$ cat config.mk
export PLATFORM = sky130hd
export DESIGN_NAME = fetch_unit
export DESIGN_NICKNAME = d
export VERILOG_FILES = /design/src/rtl/fetch_pkg.sv /design/src/rtl/branch_lut.sv /design/src/rtl/fetch_unit.sv
export SDC_FILE = /design/constraint.sdc
export NUM_CORES = 1
export LEC_CHECK = 0
export CAP_MARGIN = 25
export CORE_MARGIN = 4
export CORE_UTILIZATION = 35
export CTS_CLUSTER_DIAMETER = 40
export DETAILED_ROUTE_END_ITERATION = 6
export HOLD_SLACK_MARGIN = 0.12
export PLACE_DENSITY = 0.52
export SETUP_SLACK_MARGIN = 0.02
export SLEW_MARGIN = 20
export SYNTH_ARGS = -nofsm -noshare
export SYNTH_HDL_FRONTEND = slang
export SYNTH_HIERARCHICAL = 1
export SYNTH_SLANG_ARGS = --single-unit
$ cat constraint.sdc
create_clock -name Clk -period 3.6 [get_ports Clk]
set_input_delay 0.72 -clock Clk [delete_from_list [all_inputs] [get_ports Clk]]
set_output_delay 0.72 -clock Clk [all_outputs]
set_load 0.02 [all_outputs]
$ cat src/rtl/fetch_pkg.sv
// Shared types and constants for the fetch sequencer: state encoding,
// branch condition codes, default widths and the condition evaluator.
package fetch_pkg;

    localparam int unsigned PC_W_DEF   = 10;
    localparam int unsigned TARG_W_DEF = 4;
    localparam int unsigned CNT_W_DEF  = 16;

    typedef enum logic [1:0] {
        ST_IDLE,
        ST_RUN,
        ST_DONE
    } state_t;

    localparam logic [1:0] BC_EQ = 2'b00;
    localparam logic [1:0] BC_NE = 2'b01;
    localparam logic [1:0] BC_LT = 2'b10;
    localparam logic [1:0] BC_GE = 2'b11;

    // Evaluate a branch condition code against the registered flags.
    function automatic logic cond_true(input logic [1:0] bc, input logic z, input logic n);
        logic res;
        case (bc)
            BC_EQ:   res = z;
            BC_NE:   res = ~z;
            BC_LT:   res = n;
            BC_GE:   res = ~n;
            default: res = 1'b0;
        endcase
        return res;
    endfunction

endpackage

$ cat src/rtl/branch_lut.sv
// Branch target table: 2^TARG_W absolute PC targets, one synchronous write
// port and one asynchronous read port. A read of an entry being written in
// the same cycle returns the old contents.
module branch_lut #(
    parameter int unsigned TARG_W = 4,
    parameter int unsigned PC_W   = 10
) (
    input  logic              clk,
    input  logic              rst_n,
    input  logic              we,
    input  logic [TARG_W-1:0] waddr,
    input  logic [PC_W-1:0]   wdata,
    input  logic [TARG_W-1:0] raddr,
    output logic [PC_W-1:0]   rdata
);

    localparam int unsigned DEPTH = 2 ** TARG_W;

    logic [DEPTH-1:0][PC_W-1:0] mem;

    // Table storage: cleared on reset, written on we.
    always_ff @(posedge clk or negedge rst_n) begin
        if (!rst_n) begin
            mem <= '0;
        end else if (we) begin
            mem[waddr] <= wdata;
        end
    end

    assign rdata = mem[raddr];

endmodule

$ cat src/rtl/fetch_unit.sv
// Program counter and fetch sequencer. Holds the PC and registered ALU
// flags, resolves jumps/branches through branch_lut, runs the Start/Done
// program handshake and counts cycles spent running (saturating).
module fetch_unit
    import fetch_pkg::*;
#(
    parameter int unsigned PC_W   = PC_W_DEF,
    parameter int unsigned TARG_W = TARG_W_DEF,
    parameter int unsigned CNT_W  = CNT_W_DEF
) (
    input  logic              Clk,
    input  logic              Reset_n,
    input  logic              Start,
    input  logic              Jump,
    input  logic              Branch,
    input  logic [1:0]        BranchCond,
    input  logic [TARG_W-1:0] PCTarg,
    input  logic              Halt,
    input  logic              FlagWe,
    input  logic              Zero,
    input  logic              Neg,
    input  logic              LutWe,
    input  logic [TARG_W-1:0] LutAddr,
    input  logic [PC_W-1:0]   LutData,
    output logic [PC_W-1:0]   ProgCtr,
    output logic              Busy,
    output logic              Done,
    output logic [CNT_W-1:0]  CycleCnt
);

    state_t            state;
    state_t            state_next;
    logic              start_q;
    logic              start_evt;
    logic              take;
    logic              flag_z;
    logic              flag_n;
    logic [PC_W-1:0]   lut_rdata;
    logic [PC_W-1:0]   pc_next;
    logic [CNT_W-1:0]  cnt_next;

    assign start_evt = Start & ~start_q;

    branch_lut #(
        .TARG_W (TARG_W),
        .PC_W   (PC_W)
    ) u_lut (
        .clk    (Clk),
        .rst_n  (Reset_n),
        .we     (LutWe),
        .waddr  (LutAddr),
        .wdata  (LutData),
        .raddr  (PCTarg),
        .rdata  (lut_rdata)
    );

    // State register.
    always_ff @(posedge Clk or negedge Reset_n) begin
        if (!Reset_n) begin
            state <= ST_IDLE;
        end else begin
            state <= state_next;
        end
    end

    // Next state: start edge launches a run from IDLE or DONE, Halt ends it.
    always_comb begin
        state_next = state;
        case (state)
            ST_IDLE: if (start_evt) state_next = ST_RUN;
            ST_RUN:  if (Halt)      state_next = ST_DONE;
            ST_DONE: if (start_evt) state_next = ST_RUN;
            default:                state_next = ST_IDLE;
        endcase
    end

    // Next PC and cycle count; Halt > Jump > taken Branch > sequential.
    always_comb begin
        pc_next  = ProgCtr;
        cnt_next = CycleCnt;
        take     = Jump | (Branch & cond_true(BranchCond, flag_z, flag_n));
        case (state)
            ST_IDLE: begin
                pc_next  = '0;
                cnt_next = '0;
            end
            ST_RUN: begin
                if (CycleCnt != '1) begin
                    cnt_next = CycleCnt + 1'b1;
                end
                if (Halt) begin
                    pc_next = ProgCtr;
                end else if (take) begin
                    pc_next = lut_rdata;
                end else begin
                    pc_next = ProgCtr + 1'b1;
                end
            end
            ST_DONE: begin
                if (start_evt) begin
                    pc_next  = '0;
                    cnt_next = '0;
                end
            end
            default: begin
                pc_next  = '0;
                cnt_next = '0;
            end
        endcase
    end

    // Registered outputs, ALU flags and the Start edge detector.
    // Busy/Done are loaded from the next state so they track state exactly.
    always_ff @(posedge Clk or negedge Reset_n) begin
        if (!Reset_n) begin
            ProgCtr  <= '0;
            CycleCnt <= '0;
            Busy     <= 1'b0;
            Done     <= 1'b0;
            start_q  <= 1'b0;
            flag_z   <= 1'b0;
            flag_n   <= 1'b0;
        end else begin
            ProgCtr  <= pc_next;
            CycleCnt <= cnt_next;
            Busy     <= (state_next == ST_RUN);
            Done     <= (state_next == ST_DONE);
            start_q  <= Start;
            if (FlagWe) begin
                flag_z <= Zero;
                flag_n <= Neg;
            end
        end
    end

endmodule

# Word-level counts from Yosys, hierarchy flattened
# Cells that the tools add are included.
# Widths: inputs -> output; s select.
# totals
word_cells	68
register_bits	193
out_inout_bits	28
input_bits	30
# classes
addsub	2
n_mux	16
eq_ne	11
n_reduce_logical	6
n_bitwise	6
n_lt_le_gt_ge	3
# ops
operator	count
$bwmux 160	1
$mux 10	5
$bmux 10 s4	1
$demux 10 s4	1
$mux 16	2
$pmux 16 s2	1
$pmux 10 s2	1
$add 16x1->16 const B	1
$ne 16x16->1 const B	1
$add 10x1->10 const B	1
$lt 4x5->1 const B	2
$eq 2x2->1 const B	4
$eq 2x1->1 const B	3
$ne 2x2->1 const B	3
$ge 4x1->1 const B	1
$logic_not 2->1	2
$mux 2	2
$pmux 1 s4	1
$pmux 2 s2	1
$reduce_and 2->1	2
$not 1->1	3
$and 1x1->1	2
$reduce_or 2->1	1
$logic_and 1x1->1	1
$or 1x1->1	1

# Depth between registers and ports, before layout
# Gate-level depths: netlist of the first run.
# logic_depth
ltp_word	7
depth_mapped	7
depth_no_buf	5

# Modules after synthesis
# The synthesis of the first run kept the hierarchy.
# by_module_without_submodules
mod	cells_per_inst	n_inst	seq_area_each_um2	area_per_inst_um2
branch_lut	447	1	4003.8	7350.8
fetch_unit	206	1	825.8	1926.8

# Least setup slack after synthesis of the first run
# OpenSTA, ideal clock, no wires.
# synth_timing
path_kind	input-to-reg
startpoint	in PCTarg[0]
endpoint	reg ProgCtr[7]
t_required_ns	3.474
setup_ns	0.126
path_stages	6
setup_slack_ns	1.334
arrival_ns	2.140
n_path_buf	2
path_cell_list	clkbuf_1 -> buf_2 -> mux4_2 -> a22oi_1 -> nand2_1 -> a311o_1
# synth_between
elab_chain_cells	5
# synth_rtl
element	line_no	text
start: declaration	fetch_unit.sv:17	input logic [TARG_W-1:0] PCTarg,
$bmux 10 s4	branch_lut.sv:30	assign rdata = mem[raddr];
$mux 10 (not written as such)	branch_lut.sv:30	
via lut_rdata[7]	fetch_unit.sv:38	logic [PC_W-1:0] lut_rdata;
$mux 10	fetch_unit.sv:93	end else if (take) begin
$mux 10	fetch_unit.sv:91	if (Halt) begin
$pmux 10 s2	fetch_unit.sv:82	case (state)
end signal: assignment	fetch_unit.sv:124	ProgCtr <= pc_next;
end: declaration	fetch_unit.sv:25	output logic [PC_W-1:0] ProgCtr,
# The timed path passes the listed nets, and every way through them passes these cells. The select of a mux whose other input is x is not followed.
# A chain may end at the register's enable or synchronous reset.

# Worst setup path after layout of the first run
# layout_timing
startpoint	in BranchCond[1]
endpoint	reg ProgCtr[9]
# layout_between
elab_chain_cells	7
elab_cells_between_ends	10
classes_between	3 x eq/ne; 4 x mux; 2 x bitwise; 1 x reduce/logical
# layout_rtl
element	line_no	text
start: declaration	fetch_unit.sv:16	input logic [1:0] BranchCond,
$eq 2x2->1 (tied with other cells)	fetch_pkg.sv:23	case (bc)
$pmux 1 s4 *	fetch_pkg.sv:23	
$and 1x1->1 *	fetch_unit.sv:81	take = Jump | (Branch & cond_true(BranchCond, flag_z, flag_n));
$or 1x1->1 *	fetch_unit.sv:81	
$mux 10 *	fetch_unit.sv:93	
$mux 10 *	fetch_unit.sv:91	
$pmux 10 s2 *	fetch_unit.sv:82	
# Every way passes the cells marked *; elsewhere a longest branch is shown, timed or not. The select of a mux whose other input is x is not followed.

==> qor.csv, run 1 <==
metric,value,unit
start_util,35.6,%
startpoint,BranchCond[1],
hold_viol,0,
vdd_ir_drop_max,0.000244,V
globalplace.congestion,0.782,
min_period,2.65,ns
drt_iter0_drc,399,
skew,0.00790,ns
via_count,5807,
instances_no_fill,1054,
hp-class,in2async,
routed_wl,22300,µm
p_leak,0.00438,µW
finalMaxSlewViolations,0,
netlist_instances,653,
insertion_delay,0.43,ns
ys_seq_area_share,52.1,%
final_cell_mix,"dfrtp_1 (193), mux2_2 (154), clkdlybuf4s50_1 (54), mux4_2 (40), nand2_1 (28)",
final_common_cell,dfrtp_1,
critPathLaunchType,input pin,
cap_violations,0,
yosysUniqueCellTypes,61,
syn_nets,685,
setup_viol,0,
cts_max_level,4,
critPathMaxFanout,10,
yosysWarnings,6,
num-nets-final,740,
slew_headroom,38.8,%
root_buffer,clkbuf_16,
antenna_cells,0,
final_util,41.4,%
grt_first_pass_wirelength,35000,µm
syn-cell-area,9280,µm²
fill_cells,2379,
area_growth,16.3,%
worst_ep_arrival_time,2.96,ns
synth_ff_type,dfrtp_1,
drtAntennaViolNets,0,
max_freq,378,MHz
die_h,171,µm
core_region_area,26100,µm²
remaining_drc_errors,0,
synth_area_per_cell,14.2,µm²
r2r-start,flag_n$_DFFE_PN0P_,
status,"complete, no violations",
grt_max_degree,89,
finalCritPeriodShare,73.6,%
cts_tree,done,
synth_edf_count,0,
cts.sinks,193,
vias_per_cell,5.51,
dpl.cell_count,1024,
io_pins,58,
first_pass_iters,5,
grt_pass1_vias,6019,
grt_usage,15.6,%
tightestPinTransition,0.918,ns
cts_max_path_buffers,2,
post_cts_resized,0,
cts_hold_buf,0,
layout-drive-gt1-share,38.8,%
critPathKind,in2reg,
hold_slack,0.299,ns
port_buffers,57,
crit_required,3.91,ns
power_density,533,nW/µm²
wl_per_cell,21.2,µm
post_cts_buffers,0,
dp_hpwl,14700,µm
num_rows,59,
ys_ff_latch,193,
fin_tns_setup,0,ns
dieWidth,171,µm
rsz0062_at_grt,false,
crit_path_end_kind,flop,
clk_pin_slew_worst_paths,0.07,ns
antenna_found_initial,0,
grt.overflow.total,0,
synthArstFlopShare,100,%
die_area,29200,µm²
numCtsBuffers,17,
[power by group]
group          internal (µW)  switching, µW  total [µW]  leakage [µW]
clock                    907            900        1810      0.000265
combinational            649            449        1100       0.00171
sequential              2610            235        2840       0.00241
total                   4160           1580        5750       0.00438
[routing by layer]
metal	global-route usage, %	up-vias	wire, µm
met2	26.2	120	11200
met4	2.72	0	163
li1	-	2610	-
met5	0	-	0
met3	3.07	11	840
met1	21.3	3066	10100
[cells by family after synthesis]
kind of cell               synth area share, %
AOI/OAI and AO/OA                         7.07
buffers and inverters                     2.12
DFF                                       52.1
adders and majority gates                0.270
and+or+nand+nor                           8.25
muxes                                     30.2
[critical path: stages]
cell,delay (ns)
clkdlybuf4s50_1,0.47
mux2i_1,0.31
mux2i_1,0.60
nand2_1,0.41
a311o_1,0.45
[through the flow]
stage | area (µm²) | total power, µW | setup slack (ns)
floorplan | 9280 | 3620 | 1.33
global placement | 10200 | 3930 | 0.596
detailed placement | 10200 | 4000 | 0.539
CTS | 10800 | 5820 | 0.989
global route | 10800 | 6030 | 0.839
finish | 10800 | 5750 | 0.952
[final timing paths]
kind | depth (start not counted) | slack (ns) | to
min reg2reg | 1 | 0.51 | u_lut/mem[67]$_DFFE_PN0P_
max reg2reg | 4 | 1.39 | ProgCtr[9]$_DFFE_PN0P_
min in group Clk | 1 | 0.51 | u_lut/mem[67]$_DFFE_PN0P_
max | 5 | 0.95 | ProgCtr[9]$_DFFE_PN0P_
min | 1 | 0.30 | CycleCnt[3]$_DFFE_PN0P_
max in group asynchronous | 2 | 2.34 | ProgCtr[7]$_DFFE_PN0P_
[synth_stat cells, types with 3 or more instances]
cell / number / area share (%)
a21oi_1: 15 / 0.81
a22oi_1: 20 / 1.6
a311o_1: 3 / 0.32
a31o_1: 3 / 0.28
a31oi_1: 6 / 0.40
a41oi_1: 3 / 0.28
and2_1: 5 / 0.34
buf_1: 3 / 0.12
buf_2: 7 / 0.38
clkbuf_1: 23 / 0.93
dfrtp_1: 193 / 52
inv_1: 7 / 0.28
mux2_2: 154 / 19
mux2_4: 10 / 1.6
mux4_2: 40 / 9.7
nand2_1: 28 / 1.1
nand2b_1: 4 / 0.27
nand2b_4: 3 / 0.45
nand3_1: 12 / 0.65
nand4_1: 6 / 0.40
nor2_1: 11 / 0.45
nor2_2: 6 / 0.40
nor2b_1: 5 / 0.34
nor3_1: 6 / 0.32
nor3_4: 6 / 1.1
o211ai_1: 11 / 0.89
o21ai_0: 5 / 0.27
o221ai_1: 5 / 0.47
o311ai_0: 4 / 0.38
or3_1: 6 / 0.40
[flip-flops by register name (all words and copies together), names as in the netlist]
| signal | cells |
|---|---|
| Busy | 1 |
| CycleCnt | 16 |
| Done | 1 |
| ProgCtr | 10 |
| flag_n | 1 |
| flag_z | 1 |
| start_q | 1 |
| state | 2 |
| u_lut/mem | 160 |
[final cells by class]
type,count,area (µm²),area share (%)
clock inverters,13,123,1.14
multi-input cells,416,4260,39.5
inverters,7,26.3,0.244
clock buffers,17,425,3.94
repair buffers,73,709,6.58
well taps,335,419,3.88
flip-flops and latches,193,4830,44.8
Power figures use the tool's default switching activity.
==> run 2, diff against run 1 <==
--- a/config.mk
+++ b/config.mk
@@ -11,7 +11,7 @@
 export CTS_CLUSTER_DIAMETER = 40
 export DETAILED_ROUTE_END_ITERATION = 6
 export HOLD_SLACK_MARGIN = 0.12
-export PLACE_DENSITY = 0.52
+export PLACE_DENSITY = 0.54
 export SETUP_SLACK_MARGIN = 0.02
 export SLEW_MARGIN = 20
 export SYNTH_ARGS = -nofsm -noshare
==> constraint.sdc (replaced) <==
create_clock -name Clk -period 2.1 [get_ports Clk]
set_input_delay 0.42 -clock Clk [delete_from_list [all_inputs] [get_ports Clk]]
set_output_delay 0.42 -clock Clk [all_outputs]
set_load 0.02 [all_outputs]
==> run 2 against run 1 <==
  * Global-route usage grew 0.91 points
  * Register-to-register slack lost 1.2 ns
  * Combinational power grew 85%
  * Final cell count grew 4.3%
  * Setup slack lost 0.83 ns
==> qor.csv, run 2 (synthesis gave the netlist of run 1 again) <==
metric,value,unit,change
status,"complete, no violations",,
rsz0062_at_grt,false,,
routed_wl,23200,µm,+4.0%
grt_max_degree,61,,-31%
grt.overflow.total,0,,unchanged
remaining_drc_errors,0,,unchanged
cap_violations,0,,unchanged
cp.buffers_inverters,1,,unchanged
die_h,171,µm,unchanged
post_cts_resized,0,,unchanged
globalplace.congestion,0.853,,+9.1%
post_cts_buffers,0,,unchanged
crit_path_end_kind,primary output,,
critPathMaxFanout,8,,-2
drt_iter0_drc,472,,+18%
antenna_found_initial,0,,unchanged
final_cell_mix,"dfrtp_1 (193), mux2_2 (154), clkdlybuf4s50_1 (54), mux4_2 (40), buf_4 (38)",,
area_growth,22.6,%,
hold_viol,0,,unchanged
crit_required,1.68,ns,-2.23 ns
timing.rr.end,CycleCnt[11]$_DFFE_PN0P_,,
grt_usage,16.5,%,+0.91 points
grt_pass1_vias,6540,,+8.7%
power,10200,µW,+77%
vias_per_cell,5.51,,about the same
cts.sinks,193,,unchanged
dpl.cell_count,1066,,+4.1%
setup_viol,0,,unchanged
setup_slack,0.118,ns,-0.834 ns
placed_cell_area,10800,µm²,+5.2%
io_pins,58,,unchanged
cts_max_path_buffers,2,,unchanged
insertion_delay,0.44,ns,about the same
min_period,1.98,ns,
worstPathCellList,clkdlybuf4s50_1,,
post-place-ws,-0.211,ns,-0.750 ns
fin_area,11400,µm²,+5.5%
root_buffer,clkbuf_16,,
clk_pin_slew_worst_paths,0.08,ns,about the same
dp_hpwl,15700,µm,+6.9%
cts_hold_buf,1,,+1
fill_cells,2355,,-1.0%
finalCritPeriodShare,94.4,%,
skew,0.0143,ns,+0.00643 ns
cpPeakStageDelay,0.66,ns,+0.06 ns
power_density,893,nW/µm²,+68%
first_pass_iters,5,,unchanged
critPathLaunchType,flop,,
reg.largest.list,"u_lut/mem: 160 flops, CycleCnt: 16 flops, ProgCtr: 10 flops",,
critPathKind,reg2out,,
wl_per_cell,21.1,µm,-0.23%
max_freq,504,MHz,
regToRegSetupSlack,0.18,ns,-1.21 ns
vdd_ir_drop_max,0.000560,V,+130%
via_count,6056,,+4.3%
largest_register,u_lut/mem,,
fin_tns_setup,0,ns,unchanged
antenna_cells,0,,unchanged
start_util,35.6,%,unchanged
final_common_cell,dfrtp_1,,
crit_slowest_cell,clkdlybuf4s50_1,,
cts_tree,done,,
layout-drive-gt1-share,42.1,%,+3.3 points
num-nets-final,783,,+5.8%
core_region_area,26100,µm²,unchanged
die_area,29200,µm²,unchanged
port_buffers,57,,unchanged
grt_first_pass_wirelength,37000,µm,+5.7%
instances_no_fill,1099,,+4.3%
tightestPinTransition,0.658,ns,-0.260 ns
numCtsBuffers,17,,unchanged
cts_max_level,4,,unchanged
p_leak,0.00467,µW,+6.5%
crit_family,buffers and inverters,,
worst-r2r-cell-count,4,,unchanged
hp-class,in2async,,
worst_ep_arrival_time,1.56,ns,-1.40 ns
finalMaxSlewViolations,0,,unchanged
num_rows,59,,unchanged
drtAntennaViolNets,0,,unchanged
largest_register_ffs,160,,unchanged
slew_headroom,56.0,%,+17 points
dieWidth,171,µm,unchanged
r2r-start,CycleCnt[8]$_DFFE_PN0P_,,
run 2: cell count changes in the layout (fill, tap and decap cells not counted):
cell | before | now
inv_8 | 3 | 2
buf_12 | 2 | 20
dlygate4sd3_1 | 0 | 1
bufinv_16 | 0 | 1
nor3b_2 | 1 | 0
buf_4 | 14 | 38
inv_6 | 4 | 5
nor3b_1 | 0 | 1
clkinv_8 | 1 | 2
run 2: worst max path at each step:
stage / startpoint / end / slack (ns) / cells after the start
final: CycleCnt[8]$_DFFE_PN0P_ / CycleCnt[8] / 0.12 / 1
after detailed placement: PCTarg[3] / ProgCtr[3]$_DFFE_PN0P_ / -0.21 / 8
after floorplan: PCTarg[0] / ProgCtr[9]$_DFFE_PN0P_ / 0.13 / 6
after CTS: CycleCnt[8]$_DFFE_PN0P_ / CycleCnt[8] / 0.1 / 1
after global placement: Halt / ProgCtr[8]$_DFFE_PN0P_ / -0.19 / 5
after global routing: CycleCnt[8]$_DFFE_PN0P_ / CycleCnt[8] / 0.02 / 1
run 2: area by class of cell:
cell class | instances | area (µm²) | share of cell area (%)
Clock inverter | 15 | 166 | 1.46
Multi-Input combinational cell | 416 | 4250 | 37.4
Clock buffer | 17 | 425 | 3.74
Tap cell | 335 | 419 | 3.68
Sequential cell | 193 | 4830 | 42.4
Inverter | 7 | 26.3 | 0.231
Timing Repair Buffer | 116 | 1260 | 11.1
run 2: power by group:
group          switching (µW)  internal, µW  leakage (µW)  total [µW]
logic                     841          1200       0.00197        2040
clock network            1570          1690      0.000285        3260
registers                 386          4470       0.00241        4850
total                    2800          7360       0.00467       10200
run 2: through the flow:
| step | utilization [%] | hold slack, ns |
|---|---|---|
| CTS | 43.7 | 0.488 |
| floorplan | - | 0.124 |
| finish | 43.7 | 0.477 |
| detailed placement | 41.4 | 0.378 |
| global route | 43.7 | 0.490 |
| global placement | 41.4 | 0.369 |
run 2: routing by layer:
layer / part of all wire (%) / vias to the layer above / track usage [%] / wire, µm
li1: - / 2694 / - / -
met1: 46 / 3190 / 22.9 / 10800
met2: 48 / 149 / 26.7 / 11100
met3: 4.4 / 23 / 2.96 / 1010
met4: 1.5 / 0 / 4.62 / 348
met5: 0 / - / 0 / 0
